==> config.mk <==
export PLATFORM = sky130hd
export DESIGN_NAME = uart_rx_fifo
export DESIGN_NICKNAME = d
export VERILOG_FILES = /design/src/rtl/uart_rx_fifo_pkg.sv /design/src/rtl/uart_rx_fifo_sync_fifo.sv /design/src/rtl/uart_rx_fifo.sv
export SDC_FILE = /design/constraint.sdc
export NUM_CORES = 1
export LEC_CHECK = 0
export ABC_CLOCK_PERIOD_IN_PS = 3700
export CORE_AREA = 2 2 81 141
export DETAILED_ROUTE_END_ITERATION = 10
export DIE_AREA = 0 0 83 143
export GPL_TIMING_DRIVEN = 0
export PLACE_DENSITY_LB_ADDON = 0.08
export SLEW_MARGIN = 20
export SYNTH_ARGS = -nofsm -noshare
export SYNTH_HDL_FRONTEND = slang
export SYNTH_SLANG_ARGS = --single-unit
==> constraint.sdc <==
create_clock -name clk -period 3.7 [get_ports clk]
set_clock_uncertainty 0.15 [all_clocks]
set_input_delay 0.74 -clock clk [delete_from_list [all_inputs] [get_ports clk]]
set_output_delay 0.74 -clock clk [all_outputs]
set_load 0.005 [all_outputs]
==> src/rtl/uart_rx_fifo_pkg.sv <==
// ----------------------------------------------------------------------------
// uart_rx_fifo_pkg
// Shared constants for the UART receive path: parity mode codes, FSM state
// encodings and the baud-tick divider calculation.
// No ports (package).
// ----------------------------------------------------------------------------
package uart_rx_fifo_pkg;

    // Parity mode codes (value of the PARITY parameter)
    localparam int PARITY_NONE = 0;
    localparam int PARITY_ODD  = 1;
    localparam int PARITY_EVEN = 2;

    // Receiver FSM state encodings
    localparam int         ST_W          = 3;
    localparam logic [2:0] ST_IDLE       = 3'd0;
    localparam logic [2:0] ST_START      = 3'd1;
    localparam logic [2:0] ST_DATA       = 3'd2;
    localparam logic [2:0] ST_PARITY     = 3'd3;
    localparam logic [2:0] ST_STOP       = 3'd4;
    localparam logic [2:0] ST_BREAK_WAIT = 3'd5;

    // Clocks per oversample tick; integer truncation is intended.
    function automatic int calc_div(input int clk_freq, input int baud, input int oversample);
        return clk_freq / (baud * oversample);
    endfunction

endpackage

==> src/rtl/uart_rx_fifo_sync_fifo.sv <==
// ----------------------------------------------------------------------------
// sync_fifo
// Single-clock first-word-fall-through FIFO. The head entry is always
// presented on o_rd_data; a pop advances it on the next clock edge.
// Ports:
//   clk        in   system clock
//   reset      in   asynchronous, active-low
//   i_wr_en    in   push i_wr_data (dropped when full unless a pop happens)
//   i_wr_data  in   WIDTH-bit write data
//   i_rd_en    in   pop head (ignored when empty)
//   o_rd_data  out  head entry
//   o_empty    out  no entries held
//   o_full     out  DEPTH entries held
// ----------------------------------------------------------------------------
module sync_fifo #(
    parameter int WIDTH = 8,
    parameter int DEPTH = 4
) (
    input  logic             clk,
    input  logic             reset,
    input  logic             i_wr_en,
    input  logic [WIDTH-1:0] i_wr_data,
    input  logic             i_rd_en,
    output logic [WIDTH-1:0] o_rd_data,
    output logic             o_empty,
    output logic             o_full
);

    localparam int AW = $clog2(DEPTH);

    logic [WIDTH-1:0] r_mem [DEPTH];
    logic [AW-1:0]    r_wr_ptr;
    logic [AW-1:0]    r_rd_ptr;
    logic [AW:0]      r_count;

    logic w_pop;
    logic w_push;

    assign o_empty = (r_count == '0);
    assign o_full  = (r_count == (AW+1)'(DEPTH));

    // A pop on an empty FIFO is ignored; a push into a full FIFO is only
    // accepted when a pop frees the slot in the same clock.
    assign w_pop  = i_rd_en & ~o_empty;
    assign w_push = i_wr_en & (~o_full | w_pop);

    always_ff @(posedge clk or negedge reset) begin
        if (!reset) begin
            for (int i = 0; i < DEPTH; i++) begin
                r_mem[i] <= '0;
            end
            r_wr_ptr <= '0;
            r_rd_ptr <= '0;
            r_count  <= '0;
        end else begin
            if (w_push) begin
                r_mem[r_wr_ptr] <= i_wr_data;
                r_wr_ptr        <= r_wr_ptr + 1'b1;
            end
            if (w_pop) begin
                r_rd_ptr <= r_rd_ptr + 1'b1;
            end
            case ({w_push, w_pop})
                2'b10:   r_count <= r_count + 1'b1;
                2'b01:   r_count <= r_count - 1'b1;
                default: r_count <= r_count;
            endcase
        end
    end

    assign o_rd_data = r_mem[r_rd_ptr];

endmodule

==> src/rtl/uart_rx_fifo.sv <==
// ----------------------------------------------------------------------------
// uart_rx_fifo
// Oversampling UART receiver with configurable word/parity/stop format,
// error pulses and a FWFT receive FIFO for the host-command channel.
//
// State table
//   state       | meaning
//   ST_IDLE      | line idle, waiting for a synchronised 1->0 edge
//   ST_START     | validating start bit at its mid-point
//   ST_DATA      | sampling DATA_BITS data bits, LSB first
//   ST_PARITY    | sampling the parity bit
//   ST_STOP      | sampling STOP_BITS stop bits, deciding push/error
//   ST_BREAK_WAIT| framing error seen, waiting for line to return high
//
// Ports:
//   clk         in   system clock, rising edge
//   reset       in   asynchronous, active-low
//   rx          in   serial line, idle high, asynchronous to clk
//   rd_en       in   pop FIFO head (ignored when empty)
//   rd_data     out  FIFO head (first-word fall-through)
//   empty       out  FIFO holds no bytes
//   full        out  FIFO holds FIFO_DEPTH bytes
//   frame_err   out  1-clk pulse, a stop bit sampled 0
//   parity_err  out  1-clk pulse, parity mismatch with good stop bits
//   overrun     out  1-clk pulse, good byte dropped because FIFO full
// ----------------------------------------------------------------------------
module uart_rx_fifo
    import uart_rx_fifo_pkg::*;
#(
    parameter int CLK_FREQ   = 100_000_000,
    parameter int BAUD       = 19200,
    parameter int OVERSAMPLE = 16,
    parameter int DATA_BITS  = 8,
    parameter int PARITY     = 0,
    parameter int STOP_BITS  = 1,
    parameter int FIFO_DEPTH = 4
) (
    input  logic                 clk,
    input  logic                 reset,
    input  logic                 rx,
    input  logic                 rd_en,
    output logic [DATA_BITS-1:0] rd_data,
    output logic                 empty,
    output logic                 full,
    output logic                 frame_err,
    output logic                 parity_err,
    output logic                 overrun
);

    localparam int DIV = calc_div(CLK_FREQ, BAUD, OVERSAMPLE);
    localparam int TW  = (DIV > 1) ? $clog2(DIV) : 1;
    localparam int SW  = $clog2(OVERSAMPLE);

    localparam logic [TW-1:0] TICK_LAST = TW'(DIV - 1);
    localparam logic [SW-1:0] HALF_LAST = SW'(OVERSAMPLE / 2 - 1);
    localparam logic [SW-1:0] FULL_LAST = SW'(OVERSAMPLE - 1);
    localparam logic [3:0]    DATA_LAST = 4'(DATA_BITS - 1);
    localparam logic [3:0]    STOP_LAST = 4'(STOP_BITS - 1);

    logic                 r_sync1, r_sync2, r_sync3;
    logic [TW-1:0]        r_tick_cnt;
    logic [SW-1:0]        r_samp_cnt;
    logic [ST_W-1:0]      r_state;
    logic [3:0]           r_bit_cnt;
    logic [DATA_BITS-1:0] r_shift;
    logic                 r_par_bad;
    logic                 r_stop_bad;
    logic                 r_frame_err, r_parity_err, r_overrun;

    logic                 w_rx;
    logic                 w_fall;
    logic                 w_tick;
    logic                 w_samp_due;
    logic                 w_par_exp;
    logic                 w_last_stop;
    logic                 w_stop_fail;
    logic                 w_frame_fail;
    logic                 w_par_fail;
    logic                 w_push;
    logic                 w_overrun;
    logic                 w_full;
    logic [ST_W-1:0]      w_state_nxt;

    // r_sync3 only serves edge detection; sampling uses r_sync2.
    always_ff @(posedge clk or negedge reset) begin
        if (!reset) begin
            r_sync1 <= 1'b1;
            r_sync2 <= 1'b1;
            r_sync3 <= 1'b1;
        end else begin
            r_sync1 <= rx;
            r_sync2 <= r_sync1;
            r_sync3 <= r_sync2;
        end
    end

    assign w_rx   = r_sync2;
    assign w_fall = r_sync3 & ~r_sync2;

    always_ff @(posedge clk or negedge reset) begin
        if (!reset) begin
            r_tick_cnt <= '0;
        end else if (r_tick_cnt == TICK_LAST) begin
            r_tick_cnt <= '0;
        end else begin
            r_tick_cnt <= r_tick_cnt + 1'b1;
        end
    end

    assign w_tick = (r_tick_cnt == TICK_LAST);

    // Start bit is checked half a bit in; every later sample is one full
    // bit after the previous, which keeps all samples near mid-bit.
    assign w_samp_due = w_tick &
                        (r_samp_cnt == ((r_state == ST_START) ? HALF_LAST : FULL_LAST));

    always_ff @(posedge clk or negedge reset) begin
        if (!reset) begin
            r_samp_cnt <= '0;
        end else if (r_state == ST_IDLE) begin
            r_samp_cnt <= '0;
        end else if (w_tick) begin
            r_samp_cnt <= w_samp_due ? '0 : (r_samp_cnt + 1'b1);
        end
    end

    assign w_par_exp = (PARITY == PARITY_ODD) ? ~(^r_shift) : (^r_shift);

    assign w_last_stop  = (r_state == ST_STOP) & w_samp_due & (r_bit_cnt == STOP_LAST);
    assign w_stop_fail  = r_stop_bad | ~w_rx;
    assign w_frame_fail = w_last_stop & w_stop_fail;
    assign w_par_fail   = w_last_stop & ~w_stop_fail & r_par_bad;
    assign w_push       = w_last_stop & ~w_stop_fail & ~r_par_bad;
    // When full, a pop in the same clock makes room, so no overrun.
    assign w_overrun    = w_push & w_full & ~rd_en;

    always_comb begin
        w_state_nxt = r_state;
        case (r_state)
            ST_IDLE: begin
                if (w_fall) w_state_nxt = ST_START;
            end
            ST_START: begin
                if (w_samp_due) w_state_nxt = w_rx ? ST_IDLE : ST_DATA;
            end
            ST_DATA: begin
                if (w_samp_due && (r_bit_cnt == DATA_LAST)) begin
                    w_state_nxt = (PARITY != PARITY_NONE) ? ST_PARITY : ST_STOP;
                end
            end
            ST_PARITY: begin
                if (w_samp_due) w_state_nxt = ST_STOP;
            end
            ST_STOP: begin
                if (w_last_stop) w_state_nxt = w_stop_fail ? ST_BREAK_WAIT : ST_IDLE;
            end
            ST_BREAK_WAIT: begin
                if (w_rx) w_state_nxt = ST_IDLE;
            end
            default: w_state_nxt = ST_IDLE;
        endcase
    end

    always_ff @(posedge clk or negedge reset) begin
        if (!reset) begin
            r_state    <= ST_IDLE;
            r_bit_cnt  <= '0;
            r_shift    <= '0;
            r_par_bad  <= 1'b0;
            r_stop_bad <= 1'b0;
        end else begin
            r_state <= w_state_nxt;
            if (r_state == ST_IDLE) begin
                r_bit_cnt  <= '0;
                r_par_bad  <= 1'b0;
                r_stop_bad <= 1'b0;
            end else if (w_samp_due) begin
                case (r_state)
                    ST_DATA: begin
                        r_shift   <= {w_rx, r_shift[DATA_BITS-1:1]};
                        r_bit_cnt <= (r_bit_cnt == DATA_LAST) ? '0 : (r_bit_cnt + 1'b1);
                    end
                    ST_PARITY: begin
                        r_par_bad <= (w_rx != w_par_exp);
                    end
                    ST_STOP: begin
                        r_stop_bad <= w_stop_fail;
                        r_bit_cnt  <= r_bit_cnt + 1'b1;
                    end
                    default: ;
                endcase
            end
        end
    end

    always_ff @(posedge clk or negedge reset) begin
        if (!reset) begin
            r_frame_err  <= 1'b0;
            r_parity_err <= 1'b0;
            r_overrun    <= 1'b0;
        end else begin
            r_frame_err  <= w_frame_fail;
            r_parity_err <= w_par_fail;
            r_overrun    <= w_overrun;
        end
    end

    assign frame_err  = r_frame_err;
    assign parity_err = r_parity_err;
    assign overrun    = r_overrun;
    assign full       = w_full;

    sync_fifo #(
        .WIDTH (DATA_BITS),
        .DEPTH (FIFO_DEPTH)
    ) u_fifo (
        .clk       (clk),
        .reset     (reset),
        .i_wr_en   (w_push),
        .i_wr_data (r_shift),
        .i_rd_en   (rd_en),
        .o_rd_data (rd_data),
        .o_empty   (empty),
        .o_full    (w_full)
    );

endmodule
; ---- After elaboration in Yosys (flattened, before gate mapping)
; Index checks and enable logic that the tools add are counted.
[word_totals]
ff_bits = 75
latch_bits = 0
ram_bits = 0
rom_bits = 0
in_bits = 4
wordCells = 119
n_memories = 0
[op_classes]
addsub = 7
n_mul = 0
div = 0
order_cmp = 3
n_eq_ne = 18
shift = 0
muxes = 31
bitwise_logic = 23
reduce_logical = 17
[op_table]
columns = op, count
row1 = bitwise mux 32 bit, 1
row2 = 2-to-1 mux 4 bit, 7
row3 = 2-to-1 mux 8 bit, 3
row4 = 2-to-1 mux 3 bit, 7
row5 = case mux 3 bit (6 select lines), 1
row6 = binary-select mux 8 bit (select 2 bit), 1
row7 = demux 8 bit (select 2 bit), 1
row8 = AND 1 bit, 12
row9 = inequality test 2 bit (second input constant), 6
row10 = nonzero test 2 bit, 5
row11 = adder 9 x 1 -> 9 bit (second input constant), 1
row12 = == test 3 bit (second input constant), 3
row13 = == test 9 bit (second input constant), 1
row14 = 2-to-1 mux 9 bit, 1
row15 = adder 4 x 1 -> 4 bit (second input constant), 2
row16 = case mux 4 bit (2 select lines), 1
row17 = XOR reduction 8 bit, 1
row18 = inverter 1 bit, 7
row19 = == test 3 x 2 -> 1 bit (second input constant), 2
row20 = greater-or-equal comparator 3 bit (second input constant), 2
row21 = zero test 3 bit, 2
row22 = 2-to-1 mux 1 bit, 6
row23 = inverter 2 -> 3 bit, 2
row24 = case mux 3 bit (2 select lines), 1
row25 = other kinds (18), 23

; ---- Logic depth before layout (Yosys ltp)
; Gate-level depths: netlist of the first run.
[depth]
depth_word = 11
depth_mapped = 11

; ---- Hierarchy
; From an unflattened synthesis of the first run, not the netlist that was laid out.
[hier_totals]
cells_unflattened = 294
hier_area_um2 = 3669.8
[by_module_without_submodules]
columns = module, instances, cells_per_inst, area_per_inst_um2
row1 = uart_rx_fifo, 1, 179, 1868.0
row2 = sync_fifo, 1, 115, 1801.7

; ---- Worst setup path after synthesis of the first run
; OpenSTA, ideal clock, no wires.
[synth_timing]
path_type = register to register
start = register r_tick_cnt[4]
end = register u_fifo.r_mem[0] (netlist bit)
arrival_time_ns = 2.476
t_required_ns = 3.425
path_slack_ns = 0.949
stages_incl_launch_ff = 7
period_less_slack_ns = 2.751
path_cell_list = dfrtp_1 -> or4b_1 -> or3_1 -> clkbuf_1 -> nor4b_4 -> nand2_2 -> mux2_2
[synth_between]
elab_chain_len = 7
[synth_lines]
columns = element, line_no
row1 = "start, declared", uart_rx_fifo.sv:61  ; logic [TW-1:0] r_tick_cnt;
row2 = "start signal, assigned", uart_rx_fifo.sv:106  ; r_tick_cnt <= r_tick_cnt + 1'b1;
row3 = == test 9 bit, uart_rx_fifo.sv:110  ; assign w_tick = (r_tick_cnt == TICK_LAST);
row4 = AND 1 bit, uart_rx_fifo.sv:114  ; assign w_samp_due = w_tick &
row5 = AND 1 bit (2 in a row), uart_rx_fifo.sv:129  ; assign w_last_stop = (r_state == ST_STOP) & w_samp_due & (r_bit_cnt == STOP_LAST);
row6 = AND 1 bit (2 in a row), uart_rx_fifo.sv:133  ; assign w_push = w_last_stop & ~w_stop_fail & ~r_par_bad;
row7 = AND 1 bit, uart_rx_fifo_sync_fifo.sv:45  ; assign w_push = i_wr_en & (~o_full | w_pop);
row8 = "end signal, assigned by index", uart_rx_fifo_sync_fifo.sv:57  ; r_mem[r_wr_ptr] <= i_wr_data;
row9 = "end, declared", uart_rx_fifo_sync_fifo.sv:31  ; logic [WIDTH-1:0] r_mem [DEPTH];
; No other way between the ends.
; A chain may end at the register's enable or synchronous reset.

; ---- Worst setup path in the final report of the first run
[layout_timing]
start = register r_tick_cnt[4]
end = register r_state[1]
[layout_between]
elab_chain_len = 6
word_cells_on_any_way = 10
classes_between = eq/ne: 5 / bitwise: 3 / reduce/logical: 2
[layout_lines]
columns = element, line_no
row1 = == test 9 bit (*), uart_rx_fifo.sv:110
row2 = AND 1 bit (*), uart_rx_fifo.sv:114
row3 = AND 1 bit (2 in a row), uart_rx_fifo.sv:129
row4 = inequality test 2 bit (no line), n/a
row5 = AND reduction 6 bit (no line) (*), n/a
row6 = "end signal, assigned", uart_rx_fifo.sv:172  ; r_state <= w_state_nxt;
row7 = "end, declared", uart_rx_fifo.sv:63  ; logic [ST_W-1:0] r_state;
; Every way passes the cells marked *; elsewhere a longest branch is shown, timed or not.

==> results of run 1 <==
-- cells in the final DEF, fill, tap and decap left out, types with 10 or more instances in the layout --
master           count
nand2_1             14
nor2_1              22
inv_1               13
a21oi_1             10
xnor2_1             14
dfrtp_1             72
mux2_2              40
nand3_1             10
clkdlybuf4s50_1     15
clkbuf_1            10
-- path summary, 6_finish.rpt --
| check | cells after the start | end |
|---|---|---|
| worst max-delay path | 6 | r_state[1]$_DFFE_PN0P_ |
| min in group clk | 0 | r_sync2$_DFF_PN1_ |
| worst min register to register | 0 | r_sync2$_DFF_PN1_ |
| worst max register to register | 6 | r_state[1]$_DFFE_PN0P_ |
| worst min-delay path | 1 | u_fifo.r_mem[16]$_DFFE_PN0P_ |
| max in group asynchronous | 2 | r_sync3$_DFF_PN1_ |
-- metrics by stage --
stage | hold slack (ps) | TNS, ps | setup slack, ps
finish | 157 | 0 | 443
global route | 177 | 0 | 292
CTS | 160 | 0 | 397
detailed placement | 202 | 0 | 443
global placement | 198 | -78850 | -1100
floorplan | 195 | 0 | 949
-- area by class of cell --
class	instances	area [µm²]	area share (%)
Sequential cell	75	1880	43.9
Multi-Input combinational cell	206	1710	39.8
Clock buffer	10	229	5.35
Timing Repair Buffer	17	185	4.33
Tap cell	130	163	3.80
Inverter	13	48.8	1.14
Buffer	10	37.5	0.877
Clock inverter	5	31.3	0.731
-- power breakdown --
group	internal [mW]	switching, mW
registers	0.863	0.0367
logic	0.173	0.253
clock network	0.448	0.332
-- registers in the layout, indices dropped and copies added, names as in the netlist --
signal,count
frame_err,1
overrun,1
parity_err,1
r_bit_cnt,4
r_par_bad,1
r_samp_cnt,4
r_shift,8
r_state,3
r_stop_bad,1
r_sync1,1
r_sync2,1
r_sync3,1
r_tick_cnt,9
u_fifo.r_count,3
u_fifo.r_mem,32
u_fifo.r_rd_ptr,2
u_fifo.r_wr_ptr,2
-- worst reg2reg max path: stages, from the launching register on --
cell and delay [ps]:
dfrtp_1 420, or4b_1 580, or2_2 300, clkbuf_1 200, nor3_1 900, o21ai_0 270
a22o_1 310
-- logic make-up (layout without fill, tap and decap cells) --
kind of cell | Yosys count | after routing | synth area share, %
and+or+nand+nor | 87 | 87 | 12.7
DFF | 75 | 75 | 51.2
muxes | 49 | 49 | 17.4
AOI/OAI and AO/OA | 38 | 38 | 7.05
buffers and inverters | 23 | 55 | 2.35
xor gates and xnor gates | 21 | 21 | 5.38
adders and majority gates | 11 | 11 | 3.88
-- layer usage --
layer | GRT usage, % | vias up
met5 | 0 | -
met4 | 6.13 | 0
met3 | 2.72 | 15
met2 | 25.7 | 35
met1 | 15.1 | 1187
li1 | - | 1149
==> summary.md, run 1 <==
| Metric | Value |
|---|---|
| Outcome | complete, no violations |
| Die height | 143 µm |
| Crit path max fanout | 9 |
| Slowest stage cell, crit path | nor3_1 |
| Commonest cells in the synthesized netlist | 72 x dfrtp_1, 40 x mux2_2, 22 x nor2_1 |
| Max stage delay on crit path | 900 ps |
| Port Buffers | 16 |
| Critical path cell sequence | or4b_1 -> or2_2 -> clkbuf_1 -> nor3_1 -> o21ai_0 -> a22o_1 |
| Cell Area, Placed | 0.00402 mm² |
| N_diodes | 0 |
| GP Congestion | 0.936 |
| Dominant cell type by area after synthesis | dfrtp_1 |
| Final Hold Viols | 0 |
| Static leakage | 1.93 nW |
| Root buf cell | clkbuf_16 |
| Vias/cell | 5.12 |
| CORE AREA | 0.0107 mm² |
| FP Rows | 50 |
| Post-CTS Resized | 0 |
| Initial antenna violation count | 0 |
| Bufs on Longest Clock Path | 2 |
| Top-count cell post-synth | dfrtp_1 |
| Top sig layer | met4 |
| Post-Layout Cell Count | 466 |
| Worst rel slew slack | 28.6% |
| Final period demand of the worst path | 3260 ps |
| Power per cell area | 492 mW/mm² |
| Peak VDD IR | 304 µV |
| TritonCTS Buffers | 9 |
| Setup bufs post-CTS | 0 |
| Fmax | 307 MHz |
| Syn Inst Count | 304 |
| Synth Flop Type | dfrtp_1 |
| Worst-skew pair later-pin latency | 330 ps |
| Critical path capture point type | register |
| Final number of setup-violating endpoints | 0 |
| Post-synth EDFFs | 0 |
| Hold Crit Class | input port to asynchronous set/reset pin |
| Crit start category | register |
| 1st-iter DRT viols | 94 |
| Post-synth top area share | 49.1% |
| Wire length on met2 | 4120 µm |
| Ys Warns | 0 |
| Reg2reg setup slack | 440 ps |
| Die ar. | 0.0119 mm² |
| Clock Sinks | 75 |
| Synth Register Bits | 75 |
| Mapped Area | 0.00367 mm² |
| First-pass GRT wire length | 12800 µm |
| Buf+Inv Stages, Crit Path | 1 |
| M1 wire length | 3040 µm |
| Met3 WL | 187 µm |
| Largest net degree at the start of global routing | 54 |
| Critical Path Start | r_tick_cnt[4]$_DFF_PN0_ |
| DPL Wire Length | 5520 µm |
| Cell variety after synth | 51 |
| Worst-Margin Slew | 1060 ps |
| Post-synthesis net count | 318 |
| Fill cells | 1045 |
| ANT nets after route | 0 |
| Critical path data required time | 3760 ps |
| Layout cells sized above 1 | 22.6% |
| Via count | 2386 |
| Detailed Route WL | 7520 µm |
| Seq/Total Area, Yosys | 51.2% |
| DRC Markers | 0 |
| CTS H-tree lvls | 3 |
| IO Pins | 17 |
| CTS tree | built |
| Reg-to-Reg Start | r_tick_cnt[4]$_DFF_PN0_ |
| Drt pass-1 iters | 4 |
| CP top delay family | simple AND/OR/NAND/NOR gates |
| Avg Inst Size Synth | 12.1 µm² |
| Layout area overhead | 16.6% |
| CP Class | register to register |
| Post-Place Cells | 451 |
| RSZ-0062 raised after global routing | no |
| Final #Nets | 346 |
| Critical path data arrival time | 3320 ps |
| Max cap viols | 0 |
| Reg clk slew, reported paths | 60 ps |
| Die W | 83 µm |
| WL/cell | 16.1 µm |
| Initial Util | 34.3% |
| Fin area | 0.00428 mm² |
| Final worst-path cycle share | 88.0% |
| Total track usage | 13.8% |
| Hold buffers post-CTS | 0 |
| Synth area leaders | dfrtp_1 49%, mux2_2 12%, mux4_2 4.9% |
| Total grt overflow | 0 |
| Final Util | 40.0% |
| Slew Limit Fails | 0 |
| Vias in the first global route | 2528 |
| Synth async-reset ratio | 100% |
| Overall Power | 2.11 mW |
Note: power is estimated with default switching activity, not from simulation.
==> inputs of run 2 (changes only) <==
Settings changed: GPL_TIMING_DRIVEN 0 to not set.
==> summary.md, run 2 (same netlist as run 1, synthesis figures left out) <==
| Metric | Value |
|---|---|
| Crit start category | register (unchanged) |
| Setup bufs post-CTS | 0 (unchanged) |
| Fmax | 331 MHz (was 307 MHz) |
| Most frequent cells in the layout | 72 x dfrtp_1, 40 x mux2_2, 22 x nor2_1 (unchanged) |
| Bufs on Longest Clock Path | 2 (unchanged) |
| Worst R2R End | u_fifo.r_mem[19]$_DFFE_PN0P_ (was r_state[1]$_DFFE_PN0P_) |
| Die W | 83 µm (unchanged) |
| CTS tree | built (unchanged) |
| Hold buffers post-CTS | 0 (unchanged) |
| Worst-Margin Slew | 960 ps (was 1060 ps) |
| Final #Nets | 340 (was 346) |
| Initial antenna violation count | 0 (unchanged) |
| Hold EP | r_sync2$_DFF_PN1_ |
| Total grt overflow | 0 (unchanged) |
| Slowest stage cell, crit path | dfrtp_1 (was nor3_1) |
| TritonCTS Buffers | 9 (unchanged) |
| Post-route setup slack | 680 ps (was 443 ps) |
| Reg2reg setup slack | 680 ps (was 440 ps) |
| Largest registers | u_fifo.r_mem x32, r_tick_cnt x9, r_shift x8 (unchanged) |
| Vias/cell | 5.20 (was 5.12) |
| Die height | 143 µm (unchanged) |
| Worst-skew pair later-pin latency | 330 ps (about the same) |
| Critical path capture point type | output port (was register) |
| Critical path data required time | 2810 ps (was 3760 ps) |
| CP Class | register to output port (was register to register) |
| ANT nets after route | 0 (unchanged) |
| Max reg flops | 32 (unchanged) |
| Final Util | 40.4% (was 40.0%) |
| IO Pins | 17 (unchanged) |
| Final worst-path cycle share | 81.6% (was 88.0%) |
| Critical path data arrival time | 2130 ps (was 3320 ps) |
| Clock Sinks | 75 (unchanged) |
| CORE AREA | 0.0107 mm² (unchanged) |
| Total track usage | 14.0% (was 13.8%) |
| Port Buffers | 16 (unchanged) |
| Worst hold slack | 213 ps (was 157 ps) |
| Slew Limit Fails | 0 (unchanged) |
| Final period demand of the worst path | 3020 ps (was 3260 ps) |
| Register with the most flip-flops | u_fifo.r_mem (unchanged) |
| Max cap viols | 0 (unchanged) |
| 1st-iter DRT viols | 60 (was 94) |
| Max stage delay on crit path | 750 ps (was 900 ps) |
| Final TNS setup | 0 ps (unchanged) |
| Static leakage | 1.95 nW (was 1.93 nW) |
| Reg-to-Reg Start | r_tick_cnt[4]$_DFF_PN0_ (unchanged) |
| Outcome | complete, no violations (unchanged) |
| Hold Crit Class | register to register (was input port to asynchronous set/reset pin) |
| Drt pass-1 iters | 4 (unchanged) |
| Final number of setup-violating endpoints | 0 (unchanged) |
| Hold path startpoint | r_sync1$_DFF_PN1_ |
| CTS H-tree lvls | 3 (unchanged) |
| GP Congestion | 0.828 (was 0.936) |
| DRC Markers | 0 (unchanged) |
| Layout area overhead | 17.6% (was 16.6%) |
| Reg clk slew, reported paths | 60 ps (about the same) |
| Initial Util | 34.3% (unchanged) |
| Die ar. | 0.0119 mm² (unchanged) |
| FP Rows | 50 (unchanged) |
| Place WS | 646 ps (was 443 ps) |
| Root buf cell | clkbuf_16 (unchanged) |
| Register-to-Register Path Depth | 5 (was 6) |
| N_diodes | 0 (unchanged) |
| DPL Wire Length | 5470 µm (was 5520 µm) |
| Layout cells sized above 1 | 24.8% (was 22.6%) |
| RSZ-0062 raised after global routing | no (unchanged) |
| Crit path max fanout | 10 (was 9) |
| Commonest non-fill, non-tap cell in the layout | dfrtp_1 (unchanged) |
| Worst rel slew slack | 36.0% (was 28.6%) |
| Peak VDD IR | 256 µV (was 304 µV) |
| Power per cell area | 525 mW/mm² (was 492 mW/mm²) |
| WL/cell | 16.5 µm (was 16.1 µm) |
| Via count | 2399 (was 2386) |
| Largest net degree at the start of global routing | 76 (was 54) |
| Vias in the first global route | 2499 (was 2528) |
| Detailed Route WL | 7630 µm (was 7520 µm) |
| First-pass GRT wire length | 12900 µm (was 12800 µm) |
| Worst hold stages | 0 |
| Critical path cell sequence | mux4_2 -> clkdlybuf4s50_1 (was or4b_1 -> or2_2 -> clkbuf_1 -> nor3_1 -> o21ai_0 -> a22o_1) |
| Final Hold Viols | 0 (unchanged) |
| Post-CTS Resized | 0 (unchanged) |
run 2: changes by cell type in the layout (fill, tap and decap cells not counted), sizes merged:
cell	before	now
clkbuf	19	10
buf	3	6
clkinv	4	2
clkinvlp	1	2
bufinv	0	2
run 2: report_power, final:
group          internal [mW]  leakage, nW  switching [mW]  total (mW)
Sequential             0.862         1.01           0.104       0.966
Clock                  0.608        0.155           0.341       0.949
Combinational          0.167        0.791           0.184       0.351
Total                   1.64         1.95           0.629        2.27
run 2: cell type report:
cell class	count	area (µm²)
clock inverters	6	88.8
repair buffers	21	195
flip-flops and latches	75	1880
well taps	130	163
inverters	13	48.8
clock buffers	10	239
multi-input cells	206	1710
fillers	1022	6380
run 2: critical path, delay by kind of cell (launching register included):
kind,cells,cell delay [ps]
DFF,1,750
muxes,1,590
buffers and inverters,1,460
run 2: layer usage:
layer  global-route usage (%)  vias up  routed length, µm
met5                        0        -                  0
li1                         -     1137                  -
met1                     15.6     1222               3110
met2                     25.3       25               4180
met3                     2.25       15                147
met4                     7.68        0                197
run 2: worst max path at each step:
stage / endpoint / cells after the start / from / slack, ps
2_1_floorplan: u_fifo.r_mem[0]$_DFFE_PN0P_ / 6 / r_tick_cnt[4]$_DFF_PN0_ / 950
3_3_place_gp: u_fifo.r_mem[30]$_DFFE_PN0P_ / 5 / r_tick_cnt[4]$_DFF_PN0_ / 710
3_5_place_dp: u_fifo.r_mem[30]$_DFFE_PN0P_ / 5 / r_tick_cnt[4]$_DFF_PN0_ / 650
4_1_cts: rd_data[6] / 2 / u_fifo.r_rd_ptr[0]$_DFFE_PN0P_ / 610
5_1_grt: u_fifo.r_mem[31]$_DFFE_PN0P_ / 5 / r_tick_cnt[4]$_DFF_PN0_ / 480
6_report: rd_data[5] / 2 / u_fifo.r_rd_ptr[0]$_DFFE_PN0P_ / 680
run 2: metrics by stage:
stage	instance area [µm²]	total power [mW]	std cells
2_1_floorplan	3670	1.21	304
3_3_place_gp	3990	1.35	445
3_5_place_dp	3990	1.34	445
4_1_cts	4320	2.31	461
5_1_grt	4320	2.38	461
6_report	4320	2.27	461
